--- src/rtl/inference_sequencer_if.sv ---
// Pixel-stream and result handshakes between the image source/consumer and the
// inference sequencer.
interface inference_sequencer_if;
  logic       pix_valid;
  logic [7:0] pix_data;
  logic       pix_ready;
  logic       result_valid;
  logic [3:0] result_digit;
  logic       result_ready;

  modport master (
    output pix_valid, pix_data, result_ready,
    input  pix_ready, result_valid, result_digit
  );

  modport slave (
    input  pix_valid, pix_data, result_ready,
    output pix_ready, result_valid, result_digit
  );
endinterface

--- src/rtl/inference_sequencer.sv ---
// Frame-level controller for the MNIST datapath: clears layer 1, feeds pixels,
// sweeps layer 2 over the hidden features and holds the argmax digit.
module inference_sequencer #(
  parameter int NUM_PIXELS = 784,
  parameter int NUM_L1     = 128,
  parameter int L1_DRAIN   = 2,
  parameter int L2_DRAIN   = 2
) (
  input  logic                   clk,
  input  logic                   rst,
  input  logic                   start,
  input  logic                   abort,
  inference_sequencer_if.slave   bus,
  output logic                   l1_clr,
  output logic [7:0]             l1_pixel,
  output logic [9:0]             l1_addr,
  output logic [6:0]             l2_addr,
  output logic                   l2_en,
  output logic                   l2_feat_valid,
  input  logic [3:0]             digit_in,
  output logic                   busy,
  output logic [15:0]            frame_count
);

  typedef enum logic [2:0] {
    S_IDLE, S_CLR, S_FEED, S_L1_DRAIN, S_SWEEP, S_L2_DRAIN, S_CAPTURE, S_DONE
  } state_t;

  state_t      state, next_state;
  logic [9:0]  pix_cnt;
  logic [7:0]  drain_cnt;
  logic        beat, pix_last, feat_last, l1_drain_done, l2_drain_done, abort_now;

  always_comb begin
    beat          = (state == S_FEED) && bus.pix_valid;
    pix_last      = (pix_cnt == 10'(NUM_PIXELS - 1));
    feat_last     = (l2_addr == 7'(NUM_L1 - 1));
    l1_drain_done = (drain_cnt == 8'(L1_DRAIN - 1));
    l2_drain_done = (drain_cnt == 8'(L2_DRAIN - 1));
    abort_now     = abort && (state != S_IDLE);
  end

  always_comb begin
    next_state = state;
    case (state)
      S_IDLE:     if (start)             next_state = S_CLR;
      S_CLR:                             next_state = S_FEED;
      S_FEED:     if (beat && pix_last)  next_state = S_L1_DRAIN;
      S_L1_DRAIN: if (l1_drain_done)     next_state = S_SWEEP;
      S_SWEEP:    if (feat_last)         next_state = S_L2_DRAIN;
      S_L2_DRAIN: if (l2_drain_done)     next_state = S_CAPTURE;
      S_CAPTURE:                         next_state = S_DONE;
      S_DONE:     if (bus.result_ready)  next_state = S_IDLE;
      default:                           next_state = S_IDLE;
    endcase
    if (abort_now) next_state = S_IDLE;
  end

  // Status outputs are registered from next_state so they line up with the state register.
  always_ff @(posedge clk) begin
    if (rst) begin
      state            <= S_IDLE;
      busy             <= 1'b0;
      bus.pix_ready    <= 1'b0;
      l1_clr           <= 1'b0;
      l2_en            <= 1'b0;
      l2_feat_valid    <= 1'b0;
      bus.result_valid <= 1'b0;
    end else begin
      state            <= next_state;
      busy             <= (next_state != S_IDLE);
      bus.pix_ready    <= (next_state == S_FEED);
      l1_clr           <= (next_state == S_CLR);
      l2_en            <= (next_state == S_SWEEP) || (next_state == S_L2_DRAIN) ||
                          (next_state == S_CAPTURE) || (next_state == S_DONE);
      l2_feat_valid    <= (next_state == S_SWEEP);
      bus.result_valid <= (next_state == S_DONE);
    end
  end

  // A stalled FEED cycle drives pixel 0 so layer 1 accumulates nothing extra.
  always_ff @(posedge clk) begin
    if (rst) begin
      pix_cnt          <= '0;
      drain_cnt        <= '0;
      l1_pixel         <= '0;
      l1_addr          <= '0;
      l2_addr          <= '0;
      bus.result_digit <= '0;
      frame_count      <= '0;
    end else if (abort_now) begin
      pix_cnt   <= '0;
      drain_cnt <= '0;
      l1_pixel  <= '0;
      l1_addr   <= '0;
      l2_addr   <= '0;
    end else begin
      l1_pixel <= beat ? bus.pix_data : 8'd0;
      if (beat) begin
        l1_addr <= pix_cnt;
        pix_cnt <= pix_last ? 10'd0 : pix_cnt + 10'd1;
      end
      if ((state == S_L1_DRAIN) || (state == S_L2_DRAIN))
        drain_cnt <= (next_state != state) ? 8'd0 : drain_cnt + 8'd1;
      if ((state == S_SWEEP) && !feat_last)
        l2_addr <= l2_addr + 7'd1;
      else if ((state == S_L1_DRAIN) && (next_state == S_SWEEP))
        l2_addr <= '0;
      if (state == S_CAPTURE)
        bus.result_digit <= digit_in;
      if ((state == S_DONE) && bus.result_ready)
        frame_count <= frame_count + 16'd1;
    end
  end

endmodule

--- src/flat_wrapper.sv ---
// flat-port wrapper written by rule: the top's interface ports become plain ports
module inference_sequencer_flat 
#(
  parameter int NUM_PIXELS = 784,
  parameter int NUM_L1     = 128,
  parameter int L1_DRAIN   = 2,
  parameter int L2_DRAIN   = 2
)
  (clk, rst, start, abort, l1_clr, l1_pixel, l1_addr, l2_addr, l2_en, l2_feat_valid, digit_in, busy, frame_count, bus_pix_valid, bus_pix_data, bus_result_ready, bus_pix_ready, bus_result_valid, bus_result_digit);
  inference_sequencer_if bus_i ();
  input  logic clk;
  input  logic rst;
  input  logic start;
  input  logic abort;
  output logic l1_clr;
  output logic [7:0] l1_pixel;
  output logic [9:0] l1_addr;
  output logic [6:0] l2_addr;
  output logic l2_en;
  output logic l2_feat_valid;
  input  logic [3:0] digit_in;
  output logic busy;
  output logic [15:0] frame_count;
  input wire logic [$bits(bus_i.pix_valid)-1:0] bus_pix_valid;
  input wire logic [$bits(bus_i.pix_data)-1:0] bus_pix_data;
  input wire logic [$bits(bus_i.result_ready)-1:0] bus_result_ready;
  output wire logic [$bits(bus_i.pix_ready)-1:0] bus_pix_ready;
  output wire logic [$bits(bus_i.result_valid)-1:0] bus_result_valid;
  output wire logic [$bits(bus_i.result_digit)-1:0] bus_result_digit;
  assign bus_i.pix_valid = bus_pix_valid;
  assign bus_i.pix_data = bus_pix_data;
  assign bus_i.result_ready = bus_result_ready;
  assign bus_pix_ready = bus_i.pix_ready;
  assign bus_result_valid = bus_i.result_valid;
  assign bus_result_digit = bus_i.result_digit;
  inference_sequencer #(.NUM_PIXELS(NUM_PIXELS), .NUM_L1(NUM_L1), .L1_DRAIN(L1_DRAIN), .L2_DRAIN(L2_DRAIN)) u_core (.clk(clk), .rst(rst), .start(start), .abort(abort), .bus(bus_i), .l1_clr(l1_clr), .l1_pixel(l1_pixel), .l1_addr(l1_addr), .l2_addr(l2_addr), .l2_en(l2_en), .l2_feat_valid(l2_feat_valid), .digit_in(digit_in), .busy(busy), .frame_count(frame_count));
endmodule
--- config.mk ---
export PLATFORM = sky130hd
export DESIGN_NAME = inference_sequencer_flat
export DESIGN_NICKNAME = d
export VERILOG_FILES = /design/src/rtl/inference_sequencer_if.sv /design/src/rtl/inference_sequencer.sv /design/src/flat_wrapper.sv
export SDC_FILE = /design/constraint.sdc
export NUM_CORES = 1
export LEC_CHECK = 0
export CAP_MARGIN = 20
export CORE_ASPECT_RATIO = 0.9
export CORE_UTILIZATION = 41
export DETAILED_ROUTE_END_ITERATION = 12
export HOLD_SLACK_MARGIN = 0.05
export PLACE_DENSITY = 0.67
export SYNTH_ARGS = -nofsm -noshare
export SYNTH_HDL_FRONTEND = slang
export SYNTH_SLANG_ARGS = --single-unit
--- constraint.sdc ---
create_clock -name clk -period 3.65 [get_ports clk]
set_input_delay 0.365 -clock clk [delete_from_list [all_inputs] [get_ports clk]]
set_output_delay 0.365 -clock clk [all_outputs]
set_load 0.05 [all_outputs]
# == After elaboration in Yosys (flattened, before gate mapping) ==
# Index checks and enable logic that the tools add are counted.
# op_classes
add_sub_neg,4
multipliers,0
div,0
magnitude_cmp,0
eq_ne,17
n_shift,0
muxes,12
n_bitwise,2
reduce_logical,19
# op_table
op,n
$eq 3x3->1 const B,8
$pmux 3 s8,1
$mux 3,7
$add 16x1->16 const B,1
$mux 7,2
$add 10x1->10 const B,1
$eq 10x10->1 const B,1
$mux 10,1
$eq 3x2->1 const B,3
$add 8x1->8 const B,1
$eq 8x1->1 const B,1
$mux 8,1
$add 7x1->7 const B,1
$eq 7x7->1 const B,1
$eq 3x1->1 const B,2
$logic_and 1x1->1,6
$reduce_bool 3->1,2
$logic_or 1x1->1,4
$reduce_and 2->1,2
$logic_not 3->1,1
$ne 3x3->1,1
$reduce_or 3->1,1
$not 1->1,2
$reduce_bool 2->1,1
2 further kinds,2
# totals
ff_bits,72
latchBits,0
mem_bits_rw,0
mem_bits_ro,0
out_inout_bits,51
word_cells,68
memories,0

# == Depth between registers and ports, before layout ==
# logic_depth
depth_word,10
mapped_depth,7
ltp_nobuf,7

# == Worst setup path before layout ==
# OpenSTA, ideal clock, no wires.
# synth_path
path_kind,flip-flop to flip-flop
startpoint,register u_core.l2_addr[0]
endpoint,register u_core.l2_addr[2]
arrival_time_ns,1.996
t_required_ns,3.579
path_slack_ns,1.584
stages_incl_launch_ff,7
n_path_buf,0
path_cell_list,dfxtp_1 > ha_1 > nand3_1 > o21ai_0 > o41a_1 > o21ai_0 > a21oi_1
# synth_between
elab_chain_cells,7
word_cells_on_any_way,11
cone_classes,add/sub (1); eq/ne (2); mux (4); reduce/logical (4)
# synth_lines
item,line,text
from (decl),inference_sequencer.sv:17,"output logic [6:0] l2_addr,"
from (signal assigned),inference_sequencer.sv:106,l2_addr <= l2_addr + 7'd1;
$eq 7x7->1,inference_sequencer.sv:37,feat_last = (l2_addr == 7'(NUM_L1 - 1));
$mux 3,inference_sequencer.sv:50,S_SWEEP: if (feat_last) next_state = S_L2_DRAIN;
$pmux 3 s8,inference_sequencer.sv:45,case (state)
$mux 3,inference_sequencer.sv:56,if (abort_now) next_state = S_IDLE;
$eq 3x3->1,inference_sequencer.sv:107,else if ((state == S_L1_DRAIN) && (next_state == S_SWEEP))
$logic_and 1x1->1,inference_sequencer.sv:107,
$reduce_bool 2->1 (no source line),-,
# Several ways; a longest one is shown, not always the timed one.
# A chain may end at the register's enable or synchronous reset.

# == Worst setup path after layout ==
# layout_path
startpoint,register u_core.state[1]
endpoint,register u_core.bus.result_valid
# layout_between
elab_chain_cells,7
word_cells_on_any_way,21
cone_classes,eq/ne (8); mux (8); reduce/logical (5)
# layout_lines
item,line,text
from (decl),inference_sequencer.sv:29,"state_t state, next_state;"
from (signal assigned),inference_sequencer.sv:70,state <= next_state;
$eq 3x2->1,"inference_sequencer.sv:35, inference_sequencer.sv:45",
$logic_and 1x1->1,inference_sequencer.sv:35,beat = (state == S_FEED) && bus.pix_valid;
$logic_and 1x1->1,inference_sequencer.sv:48,S_FEED: if (beat && pix_last) next_state = S_L1_DRAIN;
$mux 3,inference_sequencer.sv:48,
$pmux 3 s8,inference_sequencer.sv:45,
$mux 3 *,inference_sequencer.sv:56,
$eq 3x3->1 *,inference_sequencer.sv:77,bus.result_valid <= (next_state == S_DONE);
to (signal assigned),inference_sequencer.sv:77,
to (decl),inference_sequencer_if.sv:18,"output pix_ready, result_valid, result_digit"
# Every way passes the cells marked *; elsewhere a longest branch is shown, timed or not.

==> run metrics <==
result of the run=finished clean; number of buffers and inverters on the critical path=1; number of warning messages in the yosys log=0; tightest slew margin relative to the limit=about two fifths; effective utilization at floorplan=43.4%; hold depth=2; number of hold-repair buffers added at the cts stage=0; max_cap viols=0; residual DRC count=0; Lkg Pwr=approximately 1.5 nW; final-report hold violation count=0; path class of the lowest-slack min-delay path=flip-flop to flip-flop; post-route minimum period=~2.3 ns; largest net degree at the start of global routing=30; metal3 WL=~370 um; post-cts sizing count=0; top cell type's share of synthesized area=between 40% and 50%; cell area after layout=roughly 4000 um^2; Die H=~85 um; delay contributed by the slowest stage of the critical path=0.68 ns; kind of cell adding the most delay to the critical path=simple AND/OR/NAND/NOR gates; portion of the post-synthesis area used by sequential elements=46.0%; Worst setup EP type=flip-flop; TritonCTS Sinks=72; TritonCTS clock tree=done; routed length on met2=between 3 and 4 mm; Synth async-reset ratio=0%; wirelength, routed=~6.9 mm; number of buffers created by CTS=9; number of H-tree levels=3; Antenna Cells=0; power density over cell area=a little under 400 nW/um^2; row count=29; Clk Tree Root Cell=sky130_fd_sc_hd__clkbuf_8; fraction of synthesized area in multiplexers=1.28%; terminus of the critical flop-to-flop path=u_core.bus.result_valid$_SDFF_PP0_; via count of the first global-routing pass=~2500; Clock Latency Late Sink=roughly 0.34 ns; achievable frequency=431 MHz; Clock Skew=about 0.0081 ns; Net count, final=roughly 450; Mean Syn Cell Area=8.66 um^2; gr ovfl total=0; DRT antenna net count=0; full die area=approximately 8000 um^2; placer's final routability congestion estimate=0.814; Longest Clk Path Bufs=2; most common flop cell mapped by yosys=sky130_fd_sc_hd__dfxtp_1; path depth of the worst reg2reg path=5; adder-cell share of the synthesized area=roughly 2.0%; post-synthesis cell count=between 300 and 400; final worst-path setup slack=about 1.3 ns; final core area utilization=a little under three fifths; average routed wire per standard cell=around 13 um; Detail Placement HPWL=4.75 mm; CP max stage cell=sky130_fd_sc_hd__dfxtp_1; Total Neg Setup Slack=0 ns; category of the critical setup timing path=flip-flop to flip-flop; Min-Delay Endpoint=u_core.l1_addr[5]$_SDFFE_PP0P_; final slew viol count=0; area fraction in and, or, nand and nor cells after synthesis=between 30% and 40%; setup-violating endpoint count in the final report=0; required time at the worst-slack endpoint=~3.9 ns; clock slew seen by the registers of the worst setup and hold paths=0.07 ns; iteration count of the initial detailed-routing pass=4; largest fanout on the critical path=15; leading post-synthesis cells by cell area=sky130_fd_sc_hd__dfxtp_1, sky130_fd_sc_hd__nand2_1, sky130_fd_sc_hd__nor2_1, sky130_fd_sc_hd__a21oi_1, sky130_fd_sc_hd__xor2_1; Mapped Nets=385; register bit count reported by yosys=between 70 and 80; Critical Path AT=around 2.6 ns; area growth from synthesis to layout=30.9%; routed vias=roughly 2700; final worst path period share=between 60 and 70%; top metal layer carrying routed signals=met4; top-level port count=roughly 70; Post-CTS Setup Bufs=0; count of unique library cells instantiated by Yosys=45; input/output buffers=about 70; hold wc startpoint=u_core.l1_addr[5]$_SDFFE_PP0P_; dominant cell type by area after synthesis=sky130_fd_sc_hd__dfxtp_1; synthesized area=between 3000 and 4000 um^2; fraction of final layout cells with drive strength greater than 1=under 10%; gr usage total=a little under a fifth; initial antenna violation count=0; Hold Slack=roughly 0.45 ns; R2R Path Start=u_core.state[1]$_SDFF_PP0_; largest vdd supply drop=between 0.15 and 0.2 mV; Std-Cell Core Area=between 7000 and 8000 um^2; largest family of logic cells by synthesized area=simple AND/OR/NAND/NOR gates; type of origin of the critical path=flip-flop; area after detailed placement=~4000 um^2; detailed router's first-iteration violation count=65; global-route wire length before repair=about 12 mm; die span in x=between 90 and 100 um; setup repair after global routing missed its margin=no; slew at the pin closest to its max-slew limit=0.903 ns; per-cell via count in the routed design=about 5.2; EDFF count, synth=0; share of the synthesized area in compound gates (AO/OA/AOI/OAI)=10.5%; register-to-register setup slack=between 1 and 1.5 ns; critical path cell sequence=nor4bb_4 > buf_4 > nand3_1 > a31o_2 > nor4_1; pre-CTS setup slack=between 1 and 1.5 ns; met1 layer wirelength in the final routing=3.35 mm; post-synthesis xor/xnor area fraction=about 6.4%
tightest hold or removal path, cell delays in order, from the launching register on:
cell                      delay [ns]
sky130_fd_sc_hd__dfxtp_1        0.31
sky130_fd_sc_hd__nand2_1        0.05
sky130_fd_sc_hd__a21oi_1        0.05
stage by stage:
stage | total power, mW | std cells
after global placement | 0.946 | 508
final | 1.61 | 524
after detailed placement | 0.946 | 508
after floorplan | 0.898 | 362
after global routing | 1.68 | 524
after CTS | 1.63 | 524
routing by layer:
metal,up-vias,track usage [%]
li1,1379,-
met1,1254,24.1
met2,67,28.9
met5,-,0
met4,0,8.11
met3,9,4.30
how the worst max path moves through the flow:
stage	startpoint	endpoint	slack [ns]	cells after the start
floorplan	u_core.l2_addr[0]$_SDFFE_PP0P_	u_core.l2_addr[2]$_SDFFE_PP0P_	1.58	6
global placement	bus_pix_valid	u_core.pix_cnt[9]$_SDFFE_PP0P_	1.21	7
detailed placement	bus_pix_valid	u_core.bus.result_valid$_SDFF_PP0_	1.12	6
CTS	u_core.state[1]$_SDFF_PP0_	u_core.bus.result_valid$_SDFF_PP0_	1.33	5
global route	u_core.state[1]$_SDFF_PP0_	u_core.bus.result_valid$_SDFF_PP0_	1.12	5
finish	u_core.state[1]$_SDFF_PP0_	u_core.bus.result_valid$_SDFF_PP0_	1.33	5
report_power, final:
| group | switching (mW) | internal, mW | leakage (nW) |
|---|---|---|---|
| logic | 0.0714 | 0.0476 | 0.776 |
| registers | 0.0164 | 0.793 | 0.581 |
| clock network | 0.280 | 0.404 | 0.108 |
area by class of cell:
type,instances,area (um^2)
clock inverter,3,65.1
multi-input combinational,262,1590
fill,644,3120
tap,93,116
inverter,10,37.5
sequential,72,1440
timing repair buffer,71,703
clock buffer,13,149
logic make-up (layout without fill, tap and decap cells):
logic type | Yosys count | after routing
buffers and inverters | 28 | 97
AOI/OAI and AO/OA | 56 | 56
muxes | 4 | 4
DFF | 72 | 72
and+or+nand+nor | 174 | 174
adders and majority gates | 5 | 5
xor gates and xnor gates | 23 | 23
synthesized netlist by cell type (2+ instances only):
cell type	count
sky130_fd_sc_hd__nor4b_1	5
sky130_fd_sc_hd__a31oi_1	2
sky130_fd_sc_hd__a21oi_1	28
sky130_fd_sc_hd__mux2i_1	4
sky130_fd_sc_hd__nor3b_1	4
sky130_fd_sc_hd__o32ai_1	2
sky130_fd_sc_hd__o31ai_1	2
sky130_fd_sc_hd__a21o_1	3
sky130_fd_sc_hd__nor3_1	7
sky130_fd_sc_hd__ha_1	5
sky130_fd_sc_hd__clkbuf_1	14
sky130_fd_sc_hd__xnor2_1	10
sky130_fd_sc_hd__and3_1	15
sky130_fd_sc_hd__and4_1	2
sky130_fd_sc_hd__nand4_1	10
sky130_fd_sc_hd__nor4_1	2
sky130_fd_sc_hd__inv_1	10
sky130_fd_sc_hd__buf_2	3
sky130_fd_sc_hd__nand2b_1	2
sky130_fd_sc_hd__nand3b_1	2
sky130_fd_sc_hd__nand2_1	43
sky130_fd_sc_hd__nand3_1	15
sky130_fd_sc_hd__xor2_1	13
sky130_fd_sc_hd__nor2_1	42
sky130_fd_sc_hd__nor2b_1	5
sky130_fd_sc_hd__dfxtp_1	72
sky130_fd_sc_hd__o21ai_0	12
sky130_fd_sc_hd__and2_1	3
sky130_fd_sc_hd__nor4_4	2
sky130_fd_sc_hd__or3_1	8
layout by cell type, fill, tap and decap left out, types with 12 or more instances in the layout:
cell type / n
sky130_fd_sc_hd__a21oi_1: 28
sky130_fd_sc_hd__and3_1: 15
sky130_fd_sc_hd__clkdlybuf4s50_1: 68
sky130_fd_sc_hd__dfxtp_1: 72
sky130_fd_sc_hd__nand2_1: 43
sky130_fd_sc_hd__nand3_1: 15
sky130_fd_sc_hd__nor2_1: 42
sky130_fd_sc_hd__o21ai_0: 12
sky130_fd_sc_hd__xor2_1: 13
sequential cells by signal, summed over array words and instances, names as in the netlist, 3 cells and up:
name and count:
u_core.bus.result_digit 4, u_core.drain_cnt 8, u_core.frame_count 16, u_core.l1_addr 10, u_core.l1_pixel 8, u_core.l2_addr 7, u_core.pix_cnt 10, u_core.state 3
Note: power is estimated with default switching activity, not from simulation.
